==> config.mk <==
export PLATFORM = sky130hd
export DESIGN_NAME = soc_cpu_bridge
export DESIGN_NICKNAME = d
export VERILOG_FILES = /design/src/rtl/soc_cpu_bridge_pkg.sv /design/src/rtl/soc_cpu_bridge_tmo.sv /design/src/rtl/soc_cpu_bridge.sv
export SDC_FILE = /design/constraint.sdc
export NUM_CORES = 1
export LEC_CHECK = 0
export ABC_AREA = 1
export ABC_CLOCK_PERIOD_IN_PS = 3500
export BUFFER_PORTS_ARGS = -buffer_cell sky130_fd_sc_hd__buf_2
export CORE_MARGIN = 2
export CORE_UTILIZATION = 40
export CTS_BUF_LIST = sky130_fd_sc_hd__clkbuf_2 sky130_fd_sc_hd__clkbuf_4 sky130_fd_sc_hd__clkbuf_8
export CTS_CLUSTER_DIAMETER = 100
export CTS_CLUSTER_SIZE = 30
export DETAILED_ROUTE_END_ITERATION = 10
export PLACE_DENSITY = 0.72
export SETUP_SLACK_MARGIN = 0.15
export SLEW_MARGIN = 20
export SYNTH_ARGS = -nofsm -noshare
export SYNTH_HDL_FRONTEND = slang
export SYNTH_SLANG_ARGS = --single-unit
export TNS_END_PERCENT = 100
==> constraint.sdc <==
create_clock -name clk -period 3.5 [get_ports clk]
set_input_delay 0.7 -clock clk [delete_from_list [all_inputs] [get_ports clk]]
set_output_delay 0.7 -clock clk [all_outputs]
set_load 0.02 [all_outputs]
==> src/rtl/soc_cpu_bridge_pkg.sv <==
// Shared types and constants for the CPU-to-soc_if bridge.
// Holds the FSM state encoding, the default error read data and the error counter width.
package soc_cpu_bridge_pkg;

    typedef enum logic [2:0] {
        ST_IDLE,
        ST_BUS,
        ST_LWR,
        ST_LRD,
        ST_ACK
    } state_e;

    localparam int          ERR_CNT_W     = 16;
    localparam logic [31:0] ERR_RDATA_DEF = 32'hDEAD_BEEF;

    function automatic logic [ERR_CNT_W-1:0] sat_inc(input logic [ERR_CNT_W-1:0] v);
        return (&v) ? v : v + 1'b1;
    endfunction

endpackage

==> src/rtl/soc_cpu_bridge_tmo.sv <==
// Wait-cycle counter shared by the BUS and LRD states.
// expire flags the last permitted waiting cycle of an access.
module soc_cpu_bridge_tmo #(
    parameter int TIMEOUT_CYC = 256
) (
    input  logic clk,
    input  logic rst,
    input  logic clr,
    input  logic en,
    output logic expire
);

    localparam int             CW    = $clog2(TIMEOUT_CYC);
    // Compare against the pre-increment value, so the increment taken in the
    // final waiting cycle lands on TIMEOUT_CYC-1.
    localparam logic [CW-1:0]  LIMIT = CW'(TIMEOUT_CYC - 2);

    logic [CW-1:0] cnt_q, cnt_d;

    always_comb begin
        cnt_d = cnt_q;
        if (clr) begin
            cnt_d = '0;
        end else if (en) begin
            cnt_d = cnt_q + 1'b1;
        end
    end

    always_ff @(posedge clk) begin
        if (rst) begin
            cnt_q <= '0;
        end else begin
            cnt_q <= cnt_d;
        end
    end

    assign expire = (cnt_q == LIMIT);

endmodule

==> src/rtl/soc_cpu_bridge.sv <==
// Word-oriented CPU master to soc_if bridge with a local program-memory port.
// One access at a time: capture in IDLE, serve in BUS/LWR/LRD, pulse the ack in ACK.
module soc_cpu_bridge
    import soc_cpu_bridge_pkg::*;
#(
    parameter int                      ADDR_W      = 32,
    parameter int                      DATA_W      = 32,
    parameter int                      REGION_BITS = 4,
    parameter logic [REGION_BITS-1:0]  LOCAL_BASE  = '0,
    parameter int                      TIMEOUT_CYC = 256,
    parameter logic [DATA_W-1:0]       ERR_RDATA   = DATA_W'(ERR_RDATA_DEF)
) (
    input  logic                  clk,
    input  logic                  rst,
    input  logic [ADDR_W-1:0]     m_addr,
    input  logic [DATA_W-1:0]     m_wdat,
    input  logic [DATA_W/8-1:0]   m_be,
    input  logic                  m_we,
    input  logic                  m_rd,
    output logic                  m_wack,
    output logic                  m_rack,
    output logic [DATA_W-1:0]     m_rdat,
    output logic                  m_err,
    output logic                  bus_vld,
    output logic [DATA_W/8-1:0]   bus_we,
    output logic [ADDR_W-3:0]     bus_addr,
    output logic [DATA_W-1:0]     bus_wdat,
    input  logic                  bus_rdy,
    input  logic [DATA_W-1:0]     bus_rdat,
    output logic [DATA_W/8-1:0]   loc_we,
    output logic                  loc_rd,
    output logic [ADDR_W-1:0]     loc_addr,
    output logic [DATA_W-1:0]     loc_wdat,
    input  logic [DATA_W-1:0]     loc_rdat,
    input  logic                  loc_rvld,
    output logic [ERR_CNT_W-1:0]  err_cnt,
    output logic                  busy
);

    localparam int BE_W = DATA_W / 8;

    state_e                 state_q, state_d;
    logic [ADDR_W-1:0]      addr_q, addr_d;
    logic [DATA_W-1:0]      wdat_q, wdat_d;
    logic [BE_W-1:0]        be_q, be_d;
    logic                   we_q, we_d;
    logic [DATA_W-1:0]      rdat_q, rdat_d;
    logic                   err_q, err_d;
    logic [ERR_CNT_W-1:0]   err_cnt_q, err_cnt_d;
    logic                   lrd_seen_q, lrd_seen_d;

    logic tmo_clr, tmo_en, tmo_exp;
    logic local_hit;

    assign local_hit = (m_addr[ADDR_W-1 -: REGION_BITS] == LOCAL_BASE);

    soc_cpu_bridge_tmo #(
        .TIMEOUT_CYC (TIMEOUT_CYC)
    ) u_tmo (
        .clk    (clk),
        .rst    (rst),
        .clr    (tmo_clr),
        .en     (tmo_en),
        .expire (tmo_exp)
    );

    always_comb begin
        state_d    = state_q;
        addr_d     = addr_q;
        wdat_d     = wdat_q;
        be_d       = be_q;
        we_d       = we_q;
        rdat_d     = rdat_q;
        err_d      = err_q;
        err_cnt_d  = err_cnt_q;
        lrd_seen_d = 1'b0;
        tmo_clr    = 1'b1;
        tmo_en     = 1'b0;
        bus_vld    = 1'b0;
        bus_we     = '0;
        loc_we     = '0;
        loc_rd     = 1'b0;
        m_wack     = 1'b0;
        m_rack     = 1'b0;

        case (state_q)
            ST_IDLE: begin
                // Write wins a simultaneous request; the held m_rd is picked up after ACK.
                if (m_we || m_rd) begin
                    addr_d = m_addr;
                    wdat_d = m_wdat;
                    be_d   = m_be;
                    we_d   = m_we;
                    if (local_hit) begin
                        state_d = m_we ? ST_LWR : ST_LRD;
                    end else begin
                        state_d = ST_BUS;
                    end
                end
            end

            ST_BUS: begin
                bus_vld = 1'b1;
                bus_we  = we_q ? be_q : '0;
                tmo_clr = 1'b0;
                tmo_en  = !bus_rdy;
                if (bus_rdy) begin
                    if (!we_q) rdat_d = bus_rdat;
                    err_d   = 1'b0;
                    state_d = ST_ACK;
                end else if (tmo_exp) begin
                    if (!we_q) rdat_d = ERR_RDATA;
                    err_d     = 1'b1;
                    err_cnt_d = sat_inc(err_cnt_q);
                    state_d   = ST_ACK;
                end
            end

            ST_LWR: begin
                loc_we  = be_q;
                err_d   = 1'b0;
                state_d = ST_ACK;
            end

            ST_LRD: begin
                loc_rd     = !lrd_seen_q;
                lrd_seen_d = 1'b1;
                tmo_clr    = 1'b0;
                tmo_en     = !loc_rvld;
                if (loc_rvld) begin
                    rdat_d  = loc_rdat;
                    err_d   = 1'b0;
                    state_d = ST_ACK;
                end else if (tmo_exp) begin
                    rdat_d    = ERR_RDATA;
                    err_d     = 1'b1;
                    err_cnt_d = sat_inc(err_cnt_q);
                    state_d   = ST_ACK;
                end
            end

            ST_ACK: begin
                m_wack  = we_q;
                m_rack  = !we_q;
                state_d = ST_IDLE;
            end

            default: state_d = ST_IDLE;
        endcase
    end

    always_ff @(posedge clk) begin
        if (rst) begin
            state_q    <= ST_IDLE;
            addr_q     <= '0;
            wdat_q     <= '0;
            be_q       <= '0;
            we_q       <= 1'b0;
            rdat_q     <= '0;
            err_q      <= 1'b0;
            err_cnt_q  <= '0;
            lrd_seen_q <= 1'b0;
        end else begin
            state_q    <= state_d;
            addr_q     <= addr_d;
            wdat_q     <= wdat_d;
            be_q       <= be_d;
            we_q       <= we_d;
            rdat_q     <= rdat_d;
            err_q      <= err_d;
            err_cnt_q  <= err_cnt_d;
            lrd_seen_q <= lrd_seen_d;
        end
    end

    assign m_rdat   = rdat_q;
    assign m_err    = err_q;
    assign err_cnt  = err_cnt_q;
    assign busy     = (state_q != ST_IDLE);
    assign bus_addr = addr_q[ADDR_W-1:2];
    assign bus_wdat = wdat_q;
    assign loc_addr = addr_q;
    assign loc_wdat = wdat_q;

endmodule
==> metrics <==
status=finished clean; Netlist Area Pre-Place=6220 sq um; starting DRC count in detailed routing=around 350; Worst Path Class, Setup=reg2out; routed via count=6605; synth unique cells=26; max-slew violations=0; vias in the first global route=between 5000 and 6000; Max VDD drop=0.253 mV; final hold slack=~470 ps; crit start category=register; drt drc=0; Max Fanout on Critical Path=34; Worst Hold Class=reg2reg; CTS buffer count=17; GPL Wtd Cong=~0.84; top_reg_cell synth=dfxtp_1; grt total ovfl=0; CTS tree=done; P_sw=about 1300 uW; Final Setup Violations=0; Max H-tree Level=4; Setup TNS=0 ps; commonest cells after routing, fill and taps aside=325 x buf_2, 224 x nand2_1, 130 x dfxtp_1; IO Count=around 330; post-synthesis sequential area ratio=0.419; die width=129 um; Skew-Pair Late Insertion Delay=450 ps; RSZ-0062 raised after global routing=false; max incr delay on CP=roughly 370 ps; Synth Register Bits=130; Avg WL per Cell=about 15 um; FP Rows=between 40 and 50; Fmax=roughly 380 MHz; Crit. End Element=primary output; # nets final=approximately 1300; clock-pin slew on the worst setup and hold paths=~70 ps; first-pass GRT wire length=between 20000 and 30000 um; internal power=2750 uW; cells along the critical path=inv_2, nand2_4, nor2_4, inv_2, nor2_1, buf_2; layout cells sized above 1=0.335; Overall Global Routing Usage=0.227; Ys Warns=0; combinational power share=0.237; final cell area excluding filler cells=7870 sq um; Tmin final=around 2600 ps; CP most frequent cell=inv_2; Worst Skew=between 10 and 15 ps; average cell area after synthesis=around 7.0 sq um; Data required, critical path=between 2000 and 3000 ps; Fill cells=roughly 1600; Flop pwr share=0.417; final hold violation count=0; Multi-input gate area=2710 sq um; initial core utilization=0.409; clock buffer depth=2; WL final=slightly below 20000 um; hold path startpoint=loc_addr[1]$_SDFFE_PP0P_; Setup crit start=state_q[2]$_SDFFE_PP0P_; Post-Syn Nets=just over 1000; Buffers on Ports=~330; CP bufs+invs=3; Synth async-reset ratio=0; Synth Instances=roughly 890; CP top delay family=buffers and inverters; Worst R2R Start=err_cnt[0]$_SDFFE_PP0P_; die area=between 15000 and 20000 sq um; Placement Cell Area=about 7400 sq um; LEAKAGE=between 0.003 and 0.004 uW; Tightest Pin Transition=between 800 and 900 ps; Power Density=roughly 520 nW/um^2; slowest stage cell on the critical path=dfxtp_1; Synth-to-Final Area Change=26.6%; Root Driver=clkbuf_8; Slew headroom=0.426; DP HPWL=~14000 um; routed vias/inst=approximately 5; Post-synth EDFFs=0; core area=between 15000 and 20000 sq um; Post-CTS Resized=0; worst endpoint data arrival time=1930 ps; Sw Ratio=0.325; Clock Power Share=0.345; Post-CTS Hold Fix Bufs=0; CTS Sinks=between 100 and 150; Final ANT Viol Nets=0; setup bufs post-CTS=0; most common cell after layout, fill and taps aside=buf_2; Final period util=0.751; drt first pass iters=5; initial antenna violation count=2; Max Cap Violations=0; largest net degree at the start of global routing=between 70 and 80; die height=approximately 130 um; register area=2600 sq um
==> worst reg2reg max path, cell delays in order, from the launching register on <==
cell and delay, ps:
dfxtp_1 410, ha_1 190, nand2_1 60, nor2_1 290, nand4_1 560, buf_4 390
nand3_1 130, nand2_1 60, nand2_1 50, nor2_1 40
==> worst paths after layout <==
kind	endpoint	slack (ps)	cells after the start
max	loc_rd	870	6
max reg2reg	err_cnt[14]$_SDFFE_PP0P_	1220	9
min	loc_addr[1]$_SDFFE_PP0P_	470	2
min reg2reg	loc_addr[1]$_SDFFE_PP0P_	470	2
==> metrics by stage <==
stage	utilization	power, uW	setup slack, ps	cells
after global routing	0.518	4290	706	1330
after CTS	0.517	4120	820	1328
after floorplan	-	2440	1580	891
final	0.518	4080	871	1330
after global placement	0.489	2700	1080	1297
after detailed placement	0.489	2710	955	1297
==> kinds of logic after synthesis <==
group,Yosys count,share of synthesized area
adders and majority gates,3,0.00604
xor gates and xnor gates,2,0.00282
DFF,130,0.419
buffers and inverters,165,0.147
AOI/OAI and AO/OA,172,0.141
and+or+nand+nor,419,0.285
==> cell usage after synthesis (3+ instances only) <==
cell,count,area [sq um]
o21ai_0,48,240
a21oi_1,109,546
nand2_1,225,845
nand4_1,44,275
inv_2,6,22.5
dfxtp_1,130,2600
buf_6,5,56.3
clkbuf_1,33,124
nand3_1,40,200
nor3_1,3,15.0
o21ai_1,11,55.1
ha_1,3,37.5
nor2_1,100,375
buf_4,64,480
inv_1,41,154
buf_2,16,80.1
==> cell type report <==
class	count	area share
Multi-Input combinational cell	596	0.344
Sequential cell	130	0.331
Timing Repair Buffer	336	0.217
Clock buffer	21	0.0351
Tap cell	188	0.0299
Inverter	47	0.0224
Clock inverter	10	0.0200
Antenna cell	2	0.000636
==> state kept, by name (all words and copies together), names as in the netlist <==
signal and count:
we_q 1, u_tmo.cnt_q 8, state_q 3, be_q 4, m_rdat 32, loc_addr 32
lrd_seen_q 1, m_err 1, bus_wdat 32, err_cnt 16
==> metal layers <==
| layer | routed length [um] | track usage | part of all wire | vias to the layer above |
|---|---|---|---|---|
| met1 | 8180 | 0.286 | 0.42 | 2965 |
| met4 | 383 | 0.0850 | 0.020 | 0 |
| met2 | 9420 | 0.376 | 0.49 | 294 |
| met3 | 1430 | 0.0565 | 0.074 | 28 |
| met5 | 0 | 0 | 0 | - |
| li1 | - | - | - | 3318 |
==> power groups by stage <==
stage | combinational, uW | sequential, uW | clock, uW
2_1_floorplan | 565 | 1870 | 0
3_3_place_gp | 963 | 1730 | 0
3_5_place_dp | 971 | 1730 | 0
4_1_cts | 974 | 1700 | 1440
5_1_grt | 1070 | 1720 | 1500
6_report | 968 | 1700 | 1410
(Power assumes the default switching activity.)
